<file path="src/rtl/radar_scan_sequencer.sv">
// Radar scan scheduler: ping-pong servo sweep, one HC-SR04 trigger/echo measurement per slot,
// echo width converted to centimetres and reported as a single (pos, cm, timeout) result.
module radar_scan_sequencer #(
  parameter int N_POS       = 7,
  parameter int SETTLE_CYC  = 2700000,
  parameter int TRIG_CYC    = 270,
  parameter int RISE_TO_CYC = 675000,
  parameter int ECHO_TO_CYC = 675000,
  parameter int GAP_CYC     = 1620000
) (
  input  logic       clk,
  input  logic       rst,
  input  logic       run,
  input  logic       echo,
  output logic       trig,
  output logic [2:0] servo_pos,
  output logic       sweep_dir,
  output logic       res_valid,
  output logic [2:0] res_pos,
  output logic [6:0] res_cm,
  output logic       res_to,
  output logic       busy
);

  typedef enum logic [2:0] {
    S_IDLE, S_MOVE, S_TRIG, S_WAIT_RISE, S_MEASURE, S_CALC, S_REPORT, S_GAP
  } state_t;

  localparam logic [21:0] SETTLE_LAST = 22'(SETTLE_CYC - 1);
  localparam logic [21:0] TRIG_LAST   = 22'(TRIG_CYC - 1);
  localparam logic [21:0] RISE_LAST   = 22'(RISE_TO_CYC - 1);
  localparam logic [21:0] GAP_LAST    = 22'(GAP_CYC - 1);
  localparam logic [19:0] ECHO_LAST   = 20'(ECHO_TO_CYC - 1);
  localparam logic [2:0]  POS_LAST    = 3'(N_POS - 1);

  state_t      state, state_n;
  logic [21:0] cnt;
  logic [19:0] ecnt;
  logic        timeout;
  logic        echo_m, echo_s;
  logic [30:0] prod;
  logic [9:0]  cm_full;

  // ecnt * 1342 / 2^21 approximates cycles-at-27MHz to cm (speed of sound, round trip).
  assign prod    = 31'(ecnt) * 31'(1342);
  assign cm_full = 10'(prod >> 21);

  // res_valid is a one-cycle strobe with no ready: res_pos/res_cm/res_to are valid while
  // it is high and hold their value until the next strobe; the consumer must capture it.
  assign trig      = (state == S_TRIG);
  assign busy      = (state != S_IDLE);
  assign res_valid = (state == S_REPORT);

  always_comb begin
    state_n = state;
    unique case (state)
      S_IDLE:      if (run) state_n = S_MOVE;
      S_MOVE:      if (cnt == SETTLE_LAST) state_n = S_TRIG;
      S_TRIG:      if (cnt == TRIG_LAST) state_n = S_WAIT_RISE;
      S_WAIT_RISE: begin
        if (echo_s) state_n = S_MEASURE;
        else if (cnt == RISE_LAST) state_n = S_CALC;
      end
      S_MEASURE:   if (!echo_s || ecnt == ECHO_LAST) state_n = S_CALC;
      S_CALC:      state_n = S_REPORT;
      S_REPORT:    state_n = S_GAP;
      S_GAP:       if (cnt == GAP_LAST) state_n = run ? S_MOVE : S_IDLE;
      default:     state_n = S_IDLE;
    endcase
  end

  always_ff @(posedge clk) begin
    if (rst) begin
      state     <= S_IDLE;
      cnt       <= '0;
      ecnt      <= '0;
      timeout   <= 1'b0;
      echo_m    <= 1'b0;
      echo_s    <= 1'b0;
      servo_pos <= '0;
      sweep_dir <= 1'b0;
      res_pos   <= '0;
      res_cm    <= '0;
      res_to    <= 1'b0;
    end else begin
      echo_m <= echo;
      echo_s <= echo_m;
      state  <= state_n;
      // One shared counter: restarts on every state change and stays at zero in IDLE.
      if (state_n != state || state_n == S_IDLE) cnt <= '0;
      else cnt <= cnt + 22'd1;

      case (state)
        S_TRIG: begin
          ecnt    <= '0;
          timeout <= 1'b0;
        end
        S_WAIT_RISE: begin
          if (echo_s) ecnt <= 20'd1;
          else if (cnt == RISE_LAST) timeout <= 1'b1;
        end
        S_MEASURE: begin
          if (echo_s) begin
            ecnt <= ecnt + 20'd1;
            if (ecnt == ECHO_LAST) timeout <= 1'b1;
          end
        end
        S_CALC: begin
          res_pos <= servo_pos;
          res_to  <= timeout;
          res_cm  <= (timeout || cm_full > 10'd127) ? 7'd127 : cm_full[6:0];
        end
        S_GAP: begin
          if (cnt == GAP_LAST && run) begin
            if (!sweep_dir) begin
              if (servo_pos < POS_LAST) servo_pos <= servo_pos + 3'd1;
              else begin
                sweep_dir <= 1'b1;
                servo_pos <= servo_pos - 3'd1;
              end
            end else begin
              if (servo_pos != 3'd0) servo_pos <= servo_pos - 3'd1;
              else begin
                sweep_dir <= 1'b0;
                servo_pos <= servo_pos + 3'd1;
              end
            end
          end
        end
        default: ;
      endcase
    end
  end

endmodule

</file>
<file path="config.mk">
export PLATFORM = sky130hd
export DESIGN_NAME = radar_scan_sequencer
export DESIGN_NICKNAME = d
export VERILOG_FILES = /design/src/rtl/radar_scan_sequencer.sv
export SDC_FILE = /design/constraint.sdc
export NUM_CORES = 1
export LEC_CHECK = 0
export BUFFER_PORTS_ARGS = -buffer_cell sky130_fd_sc_hd__buf_2
export CORE_MARGIN = 4
export CORE_UTILIZATION = 65
export DETAILED_ROUTE_END_ITERATION = 6
export GPL_TIMING_DRIVEN = 0
export PLACE_DENSITY = 0.88
export SKIP_LAST_GASP = 1
export SLEW_MARGIN = 20
export SYNTH_ARGS = -nofsm -noshare
export SYNTH_HDL_FRONTEND = slang
export SYNTH_SLANG_ARGS = --single-unit
</file>
<file path="constraint.sdc">
create_clock -name clk -period 5.8 [get_ports clk]
set_clock_uncertainty 0.1 [all_clocks]
set_input_delay 0.29 -clock clk [delete_from_list [all_inputs] [get_ports clk]]
set_output_delay 0.29 -clock clk [all_outputs]
set_load 0.02 [all_outputs]
</file>
* Word level (Yosys, flattened, before mapping)
Cells that the tools add are included.
Word-level totals: RAM bits 0, memories kept 0, input bits 4, ROM bits 0, word-level logic and storage cells 74, register bits after elaboration 63, output and inout port bits 18, bits in latches 0
Cells by class: eq/ne operators 18, reduce and logical (&&, ||, !) cells 14, add/sub/neg operators 4, shift operators 0, $lt $le $gt $ge 2, bitwise gates (word level) 0, divide/modulo/power cells 0, mux-type cells 24, multipliers 1
Operators with widths (count):
- $pmux W20 S3 | 1
- $mux W20 | 2
- $mul A20 B10 Y30 const B | 1
- $mux W3 | 10
- $pmux W3 S8 | 1
- $add A22 B1 Y22 const B | 1
- $eq A22 B20 Y1 const B | 1
- $eq A22 B21 Y1 const B | 1
- $eq A22 B22 Y1 const B | 1
- $eq A22 B9 Y1 const B | 1
- $add A20 B1 Y20 const B | 1
- $eq A20 B20 Y1 const B | 1
- $eq A3 B3 Y1 const B | 4
- $gt A10 B7 Y1 const B | 1
- $ne A2 B2 Y1 const B | 5
- $reduce_bool A3 Y1 | 3
- $mux W1 | 8
- $mux W7 | 1
- $eq A3 B2 Y1 const B | 2
- $logic_not A3 Y1 | 2
- $reduce_and A5 Y1 | 1
- $add A3 B1 Y3 const B | 1
- $eq A3 B1 Y1 const B | 1
- $logic_or A1 B1 Y1 | 3
- 9 further kinds | 9

* Depth between registers and ports, before layout
Gate-level depths: netlist of run 1.
depth after elaboration 7, mapped depth 18, gate-level depth less buffers 18

* Least setup slack after synthesis of run 1
Ideal clock, no wire load.
path type reg2reg, start reg ecnt[12], end reg res_cm[6], clock period less this slack 5.147 ns, library setup time 0.141 ns, path buffers 0, required time 5.559 ns, stages on the path, launching flop included 17, setup slack 0.653 ns, data arrival time 4.905 ns, cell sequence dfxtp_1 > ha_1 > fa_1 > fa_1 > fa_1 > inv_1 > fa_1 > inv_1 > ha_1 > a21oi_2 > o211ai_2 > a221oi_2 > nor3_1 > a2111oi_2 > xnor2_1 > nor4b_4 > a311oi_1
Between the ends: cells in the longest elaborated chain, start to end 4
RTL lines:
- start, declared | RTL line 38 | logic [19:0] ecnt;
- start signal, assigned | RTL line 104 | ecnt <= ecnt + 20'd1;
- $mul A20 B10 Y30 (*) | RTL line 45 | assign prod = 31'(ecnt) * 31'(1342);
- $gt A10 B7 Y1 | RTL line 111 | res_cm <= (timeout || cm_full > 10'd127) ? 7'd127 : cm_full[6:0];
- $logic_or A1 B1 Y1 | RTL line 111
- $mux W7 (*) | RTL line 111
- end signal, assigned | RTL line 111
- end, declared | RTL line 20 | output logic [6:0] res_cm,
Every way passes the cells marked *; elsewhere a longest branch is shown, timed or not. A chain may end at the register's enable or synchronous reset.

* Worst setup path in the final report of run 1
start reg ecnt[12], end reg res_cm[5]
Same word-level chain as after synthesis.

==> results of run 1 <==
==> worst max path at each step <==
stage	slack (ns)	start	end
2_1_floorplan	0.65	ecnt[12]	res_cm[6]
3_3_place_gp	0.19	ecnt[12]	res_cm[6]
3_5_place_dp	0.05	ecnt[12]	res_cm[2]
4_1_cts	0.02	ecnt[12]	res_cm[2]
5_1_grt	0.02	ecnt[12]	res_cm[5]
6_report	0.32	ecnt[12]	res_cm[5]
==> kinds of logic after synthesis <==
logic type | share of synthesized area
mux | 0.008448
simple gates | 0.1538
compound gates | 0.08052
fa+ha+maj | 0.4479
buf+inv | 0.07517
flops | 0.1738
xor+xnor | 0.06034
==> stage by stage <==
stage,std cells,hold WS (ns)
2_1_floorplan,775,0.2616
3_5_place_dp,936,0.3497
5_1_grt,952,0.05377
3_3_place_gp,936,0.3183
4_1_cts,951,0.04627
6_report,952,0.05170
==> sequential cells by signal (all words and copies together), names as in the netlist <==
name / flops
state: 3
res_to: 1
res_pos: 3
timeout: 1
cnt: 22
res_cm: 7
servo_pos: 3
ecnt: 20
echo_m: 1
sweep_dir: 1
echo_s: 1
==> timing repair <==
item / CTS / global route
endpoints found under the setup margin: 0 / 7
setup buffers: 0 / 1
resized for setup: 0 / 14
hold buffers: 0 / 0
==> placed cells by master, fill, tap and decap left out, types with 12 or more instances in the layout <==
cell     synthesis  routed
ha_1           127     127
inv_1          123     123
nor2_1          88      88
fa_1            83      83
dfxtp_1         63      50
nand2_1         37      37
xnor2_1         33      33
nand3_1         23      23
buf_2            1      22
a21oi_1         20      20
nand4_1         17      17
o21ai_0         17      17
xor2_1          17      17
dfxtp_2          0      13
nor3_1          12      12
==> area by class of cell <==
| type | count | area [um^2] | area share |
|---|---|---|---|
| Multi-Input combinational cell | 575 | 5456 | 0.7015 |
| Buffer | 14 | 83.83 | 0.01078 |
| Clock buffer | 11 | 141.4 | 0.01818 |
| Inverter | 123 | 461.7 | 0.05935 |
| Tap cell | 140 | 175.2 | 0.02252 |
| Clock inverter | 4 | 70.07 | 0.009008 |
| Sequential cell | 63 | 1277 | 0.1642 |
| Timing Repair Buffer | 22 | 112.6 | 0.01448 |
==> per-layer routing <==
metal	share of wire	GRT usage	up-vias
met4	0.029	0.1074	0
met5	0	0	-
met1	0.41	0.3291	2765
met3	0.035	0.04456	44
met2	0.52	0.4825	149
li1	-	-	2646
==> worst register-to-register path, delay by kind of cell, from the launching register on <==
| family | cells | cell delay (ns) |
|---|---|---|
| DFF | 1 | 0.52 |
| xor gates and xnor gates | 1 | 0.18 |
| adders and majority gates | 6 | 2.74 |
| buffers and inverters | 3 | 0.32 |
| AOI/OAI and AO/OA | 5 | 1.09 |
| and+or+nand+nor | 2 | 0.41 |
==> power groups by stage <==
stage	registers, uW	clock network [uW]	logic, uW
after CTS	436	426	20.0
final	436	424	20.2
after global routing	436	441	22.3
after detailed placement	446	0	20.0
after global placement	446	0	18.9
after floorplan	445	0	14.0
==> flow_metrics.env, run 1 <==
export IMPL_report_final_slew_viol_count=0
export IMPL_timing_critical_path_cells="ha_1 > fa_1 > fa_1 > fa_1 > inv_1 > fa_1 > inv_1 > ha_1 > a21oi_2 > o211ai_2 > a221oi_2 > nor3_1 > a2111oi_2 > xnor2_1 > nor4b_4 > buf_4 > a311oi_1"
export IMPL_cts_root_buffer="clkbuf_8"
export IMPL_syn_avg_cell_area_um2=9.364
export IMPL_leakage_uw=0.004025
export IMPL_syn2layout_area_growth_pct=7.190
export IMPL_cts_clk_slew_worst_paths_ns=0.07
export IMPL_initial_utilization=0.6665
export IMPL_hold_path_class="in -> reg"
export IMPL_drv_max_cap_violation_count=0
export IMPL_critPathCaptureType="flip-flop"
export IMPL_run_status="completed"
export IMPL_htreeDepth=3
export IMPL_setup_reg_to_reg_worst_slack_ns=0.32
export IMPL_synth_area_leaders="fa_1 (23%), ha_1 (22%), dfxtp_1 (17%)"
export IMPL_grt_pass1_vias=6106
export IMPL_netlist_area_um2=7257
export IMPL_synth_async_sr_flop_share=0
export IMPL_rows=38
export IMPL_switchingPower_uw=189.2
export IMPL_antenna_violations_before_repair=0
export IMPL_num_cts_buffers=9
export IMPL_max_clock_path_buffers=2
export IMPL_power_density_nw_per_um2=113.2
export IMPL_overflow=0
export IMPL_postSynthNetCount=989
export IMPL_clock_sinks=63
export IMPL_cellInternalPower_uw=691.0
export IMPL_finish_utilization=0.7144
export IMPL_timing_hold_worst_endpoint="echo_m"
export IMPL_crit_cells=17
export IMPL_insertedDiodeCount=0
export IMPL_post_synth_most_frequent_cells="ha_1 (127), inv_1 (123), nor2_1 (88)"
export IMPL_synth_main_ff_cell="dfxtp_1"
export IMPL_worstSetupPathType="reg -> reg"
export IMPL_chip_width_um=113.7
export IMPL_hold_depth=2
export IMPL_grt_first_pass_wirelength_mm=28.34
export IMPL_timing_critical_path_mode_cell="fa_1"
export IMPL_die_boundary_height_um=113.7
export IMPL_number_of_iterations_in_the_first_detailed_routing_pass=7
export IMPL_maxSlewHeadroom=0.6364
export IMPL_synth_enable_flop_cells=0
export IMPL_power_share_clock=0.482
export IMPL_clk_latency_ns=0.35
export IMPL_seqPwrFrac=0.495
export IMPL_hold_path_startpoint="echo"
export IMPL_final_layout_size_suffix_gt1_frac=0.08374
export IMPL_yosys_cell_count_top_type="ha_1"
export IMPL_grt_max_degree=11
export IMPL_pre_cts_slack_ns=0.05103
export IMPL_rr_endpoint="res_cm[5]"
export IMPL_synth_warnings=0
export IMPL_cpPeakStageDelay_ns=0.55
export IMPL_globalplace_congestion=0.8940
export IMPL_detailedPlacementHpwl_mm=13.12
export IMPL_core_area_um2=10890
export IMPL_yosysTopAreaCell="fa_1"
export IMPL_place_port_buffers=21
export IMPL_fillerInstances=790
export IMPL_postSynthRegisterBits=63
export IMPL_netlist_area_leader_share=0.2290
export IMPL_synth_yosys_seq_area_share=0.1738
export IMPL_distinct_cell_type_count_after_synthesis=64
export IMPL_nets=1022
export IMPL_ir_worst_vdd_mv=0.1573
export IMPL_antenna_violating_nets_post_route=0
export IMPL_detailroute_via_count=5604
export IMPL_io_pins=22
export IMPL_timing_final_crit_share=0.9454
export IMPL_first_iter_violations=425
export IMPL_crit_path_max_fanout=10
export IMPL_path_buf_inv=3
export IMPL_post_drt_wl_per_cell_um=16.97
export IMPL_timing_worst_slew_pin_value_ns=0.5421
export IMPL_r2r_start="ecnt[12]"
export IMPL_share_comb_of_total_power=0.023
export IMPL_switching_share=0.2149
export IMPL_startpoint_type="flip-flop"
export IMPL_grt_setup_unrepaired="false"
export IMPL_tritoncts="built"
export IMPL_finalInstanceArea_um2=7779
export IMPL_wl_mm=16.16
export IMPL_detailed_place_area_um2=7537
export IMPL_totalNegativeSetupSlack_ns=0
export IMPL_total_power_uw=880.2
export IMPL_dieArea_um2=12920
export IMPL_synthesis_instances=775
export IMPL_timing_critical_path_required_ns=5.91
export IMPL_grt_util_all_layers=0.2719
export IMPL_post_route_min_period_ns=5.483
export IMPL_maxClockFrequency_mhz=182.4
export IMPL_timing_final_ws_setup_ns=0.3169
export IMPL_worst_ep_arrival_time_ns=5.59
export IMPL_remaining_drc_errors=0
export IMPL_vias_per_cell=5.887
export IMPL_final_setup_viol_count=0
export IMPL_report_final_hold_viol_count=0
export IMPL_cp_top_family="adder cells"
export IMPL_critPathSlowestCell="fa_1"
export IMPL_reg2regPathDepth=17
No activity file was read; power rests on OpenSTA's default activity.
==> run 2, diff against run 1 <==
Clock period 5.8 ns to 5.3 ns, I/O delays scaled along.
==> flow_metrics.env, run 2 (synthesis results as in run 1) <==
export IMPL_run_status="completed"
export IMPL_biggestRegsByFlops="cnt x22, ecnt x20, res_cm x7"
export IMPL_timing_critical_path_cells="buf_4 > fa_1 > ha_4 > fa_1 > fa_1 > inv_1 > fa_1 > inv_1 > ha_1 > o21ai_0 > o21ai_1 > o2111ai_2 > and3_2 > o21ai_0 > xnor2_1 > a311oi_1"
export IMPL_hold_path_class="in -> reg"
export IMPL_timing_critical_path_mode_cell="fa_1"
export IMPL_first_iter_violations=493
export IMPL_chip_width_um=113.7
export IMPL_maxSlewHeadroom=0.6234
export IMPL_pre_cts_slack_ns=-0.4490
export IMPL_final_layout_size_suffix_gt1_frac=0.1653
export IMPL_critPathSlowestCell="fa_1"
export IMPL_remaining_drc_errors=0
export IMPL_place_port_buffers=21
export IMPL_cp_top_family="adder cells"
export IMPL_dieArea_um2=12920
export IMPL_detailroute_via_count=6005
export IMPL_post_route_min_period_ns=5.255
export IMPL_io_pins=22
export IMPL_top_register="cnt"
export IMPL_cts_hold_buffers=0
export IMPL_initial_utilization=0.6665
export IMPL_power_density_nw_per_um2=114.5
export IMPL_report_final_hold_viol_count=0
export IMPL_core_area_um2=10890
export IMPL_cpPeakStageDelay_ns=0.59
export IMPL_grt_first_pass_wirelength_mm=28.46
export IMPL_nets=1063
export IMPL_finish_utilization=0.7664
export IMPL_timing_final_crit_share=0.9915
export IMPL_crit_path_max_fanout=6
export IMPL_post_drt_wl_per_cell_um=18.34
export IMPL_clock_sinks=63
export IMPL_num_cts_buffers=9
export IMPL_timing_final_ws_setup_ns=0.04520
export IMPL_startpoint_type="flip-flop"
export IMPL_report_final_slew_viol_count=0
export IMPL_largest_register_ff_count=22
export IMPL_ir_worst_vdd_mv=0.1716
export IMPL_placed_cells_incl_taps=936
export IMPL_rows=38
export IMPL_insertedDiodeCount=0
export IMPL_wl_mm=18.22
export IMPL_cts_root_buffer="clkbuf_8"
export IMPL_max_clock_path_buffers=2
export IMPL_detailedPlacementHpwl_mm=13.12
export IMPL_cts_clk_slew_worst_paths_ns=0.07
export IMPL_final_common_cell="inv_1"
export IMPL_grt_max_degree=11
export IMPL_worstSetupPathType="reg -> reg"
export IMPL_globalplace_congestion=0.8940
export IMPL_worst_ep_arrival_time_ns=5.40
export IMPL_mostFrequentLayoutCells="inv_1 (122), ha_1 (120), nor2_1 (88)"
export IMPL_timing_worst_slew_pin_value_ns=0.5649
export IMPL_leakage_uw=0.004257
export IMPL_maxClockFrequency_mhz=190.3
export IMPL_finalInstanceArea_um2=8344
export IMPL_antenna_violations_before_repair=0
export IMPL_timing_critical_path_required_ns=5.45
export IMPL_final_setup_viol_count=0
export IMPL_tritoncts="built"
export IMPL_detailed_place_area_um2=7537
export IMPL_final_cells=993
export IMPL_clk_latency_ns=0.35
export IMPL_grt_util_all_layers=0.2730
export IMPL_antenna_violating_nets_post_route=0
export IMPL_htreeDepth=3
export IMPL_vias_per_cell=6.047
export IMPL_critPathCaptureType="flip-flop"
export IMPL_drv_max_cap_violation_count=0
export IMPL_die_boundary_height_um=113.7
export IMPL_syn2layout_area_growth_pct=14.98
export IMPL_grt_pass1_vias=6128
export IMPL_number_of_iterations_in_the_first_detailed_routing_pass=6
export IMPL_overflow=0
export IMPL_path_buf_inv=3
[run 2: cell count changes in the layout (fill, tap and decap cells not counted), moves of 3 or more]
cell / change
buf_4: +39
dfxtp_4: +17
dfxtp_2: -11
a21oi_1: -8
a21oi_2: +7
ha_1: -7
ha_4: +7
dfxtp_1: -6
o21ai_0: -4
o21ai_1: +3
[run 2: layout make-up]
cell class	instances	area (um^2)
Timing Repair Buffer	64	435.4
Buffer	13	78.83
Fill cell	680	2544
Multi-Input combinational cell	575	5650
Inverter	123	465.4
Tap cell	140	175.2
Clock buffer	11	141.4
Sequential cell	63	1328
Clock inverter	4	70.07
[run 2: what timing repair did]
item | in CTS | in global routing
setup endpoints to repair | 7 | 7
gates resized for setup | 24 | 47
setup buffers | 3 | 40
pin swaps | 2 | 22
endpoints found under the hold margin | 0 | 0
[run 2: stage by stage]
step	power (uW)	setup TNS [ns]	hold WS [ns]
after floorplan	502.7	0	0.2366
after global placement	508.5	-2.137	0.3183
after detailed placement	509.8	-2.978	0.3497
after CTS	961.4	0	0.02127
after global routing	975.2	-0.3213	0.02874
final	955.8	0	0.02471
[run 2: path summary, 6_finish.rpt]
check	startpoint	endpoint	slack, ns	cells past startpoint
setup / recovery	ecnt[14]	res_cm[4]	0.05	16
hold / removal	echo	echo_m	0.02	2
setup reg to reg	ecnt[14]	res_cm[4]	0.05	16
hold reg to reg	echo_m	echo_s	0.36	1
[run 2: per-layer routing]
layer	wire length, um	GRT usage
met5	0	0
met4	813	0.1114
met3	902	0.04509
met2	9496	0.4841
met1	7003	0.3291
[run 2: report_power, final]
group	leakage, uW	internal, uW	switching [uW]
sequential	0.000523	466	2.02
clock	0.000109	274	191
combinational	0.00362	7.58	15.0
total	0.00426	748	208
==> run 3, diff against run 2 <==
Settings changed: CORE_MARGIN 4 to 1.5, MAX_ROUTING_LAYER set to met4.
==> flow_metrics.env, run 3 (synthesis results as in run 1) <==
export IMPL_worstSetupPathType="reg -> reg"
export IMPL_maxClockFrequency_mhz=195.1
export IMPL_chip_width_um=108.7
export IMPL_critPathCaptureType="flip-flop"
export IMPL_final_layout_size_suffix_gt1_frac=0.1459
export IMPL_report_final_slew_viol_count=0
export IMPL_leakage_uw=0.004182
export IMPL_overflow=0
export IMPL_antenna_violations_before_repair=0
export IMPL_syn2layout_area_growth_pct=12.07
export IMPL_clock_sinks=63
export IMPL_power_density_nw_per_um2=112.5
export IMPL_placed_cells_incl_taps=936
export IMPL_grt_util_all_layers=0.3122
export IMPL_remaining_drc_errors=0
export IMPL_startpoint_type="flip-flop"
export IMPL_grt_max_degree=12
export IMPL_crit_path_max_fanout=7
export IMPL_largest_register_ff_count=22
export IMPL_drv_max_cap_violation_count=0
export IMPL_detailedPlacementHpwl_mm=12.87
export IMPL_vias_per_cell=5.914
export IMPL_core_area_um2=10840
export IMPL_globalplace_congestion=0.9094
export IMPL_final_setup_viol_count=0
export IMPL_grt_first_pass_wirelength_mm=27.68
export IMPL_maxSlewHeadroom=0.6294
export IMPL_report_final_hold_viol_count=0
export IMPL_groute_layer_met3_usage=0.04782
export IMPL_rows=38
export IMPL_io_pins=22
export IMPL_cts_clk_slew_worst_paths_ns=0.08
export IMPL_dieArea_um2=11810
export IMPL_die_boundary_height_um=108.7
export IMPL_final_cells=983
export IMPL_multiInputGateArea_um2=5550
export IMPL_nets=1052
export IMPL_timing_worst_slew_pin_value_ns=0.5560
export IMPL_timing_final_crit_share=0.9672
export IMPL_place_port_buffers=21
export IMPL_r2r_start="ecnt[16]"
export IMPL_hold_slack_ns=0.03140
export IMPL_timing_critical_path_required_ns=5.42
export IMPL_run_status="completed"
export IMPL_finalInstanceArea_um2=8133
export IMPL_initial_utilization=0.6694
export IMPL_max_clock_path_buffers=2
export IMPL_biggestRegsByFlops="cnt x22, ecnt x20, res_cm x7"
export IMPL_antenna_violating_nets_post_route=0
export IMPL_fillerInstances=770
export IMPL_mostFrequentLayoutCells="ha_1 (124), inv_1 (122), nor2_1 (88)"
export IMPL_detailroute_via_count=5813
export IMPL_insertedDiodeCount=0
export IMPL_hold_path_startpoint="echo"
export IMPL_ir_worst_vdd_mv=0.1307
export IMPL_num_cts_buffers=9
export IMPL_top_register="cnt"
export IMPL_post_drt_wl_per_cell_um=17.30
export IMPL_clk_latency_ns=0.36
export IMPL_grt_pass1_vias=5949
export IMPL_top_usage_layer="met2"
export IMPL_number_of_iterations_in_the_first_detailed_routing_pass=5
export IMPL_worst_ep_arrival_time_ns=5.25
export IMPL_detailed_place_area_um2=7537
export IMPL_use_met2=0.5409
export IMPL_hold_path_class="in -> reg"
export IMPL_tritoncts="built"
export IMPL_htreeDepth=3
export IMPL_final_seq_area_um2=1328
export IMPL_final_common_cell="ha_1"
export IMPL_first_iter_violations=380
export IMPL_cts_root_buffer="clkbuf_8"
export IMPL_crit_path_start="ecnt[16]"
export IMPL_post_route_min_period_ns=5.126
export IMPL_finish_utilization=0.7502
export IMPL_use_met1=0.3720
export IMPL_wl_mm=17.01
## run 3: changes by cell type in the layout (fill, tap and decap cells not counted), moves of 2 or more
cell / previous run / this run
a21oi_1: 12 / 15
a21oi_2: 8 / 6
ha_1: 120 / 124
buf_4: 40 / 30
ha_4: 7 / 2
o22ai_2: 0 / 2
## run 3: final timing paths
path                    end  slack [ns]  cells after the start
setup / recovery  res_cm[6]        0.17                     17
hold / removal       echo_m        0.03                      2
setup reg to reg  res_cm[6]        0.17                     17
hold reg to reg      echo_s        0.36                      1
## run 3: worst max-delay path, cell delays in order, from the launching register on
cell and delay [ns]:
dfxtp_4 0.39, fa_1 0.49, ha_1 0.33, fa_1 0.51, fa_1 0.55, inv_1 0.07
fa_1 0.50, inv_1 0.05, ha_2 0.33, a21oi_2 0.19, o211ai_2 0.13, a221oi_2 0.27
nor3_1 0.09, a2111oi_2 0.33, xnor2_1 0.17, nor4b_4 0.24, buf_6 0.17, a311oi_1 0.09
## run 3: metal layers
metal,vias to the layer above,wire length [um],part of all wire
met4,0,563,0.033
met3,58,828,0.049
met1,2845,6757,0.40
li1,2716,-,-
met5,-,0,0
met2,194,8856,0.52
## run 3: what timing repair did
item,CTS,global route
endpoints found under the setup margin,7,7
pin swaps,1,12
buffers inserted,1,30
hold buffers,0,0
gates resized for setup,22,37
## run 3: through the flow
step	setup WS, ns	TNS, ns	total power [uW]
final	0.1737	0	914.7
after global routing	-0.05485	-0.2851	939.0
after CTS	0.009990	0	922.5
after detailed placement	-0.3982	-2.697	509.8
after global placement	-0.3165	-2.191	508.7
after floorplan	0.1533	0	502.7
## run 3: final cells by class
class / count / share of cell area
sequential: 63 / 0.1632
clock buffer: 10 / 0.01569
tap: 140 / 0.02154
buffer: 14 / 0.01031
multi-input combinational: 575 / 0.6825
inverter: 123 / 0.05723
clock inverter: 6 / 0.007538
timing repair buffer: 52 / 0.04200
## run 3: power by group
part           internal, uW  switching [uW]
clock                   216             209
combinational          7.59            14.4
sequential              466            2.17
total                   689             225
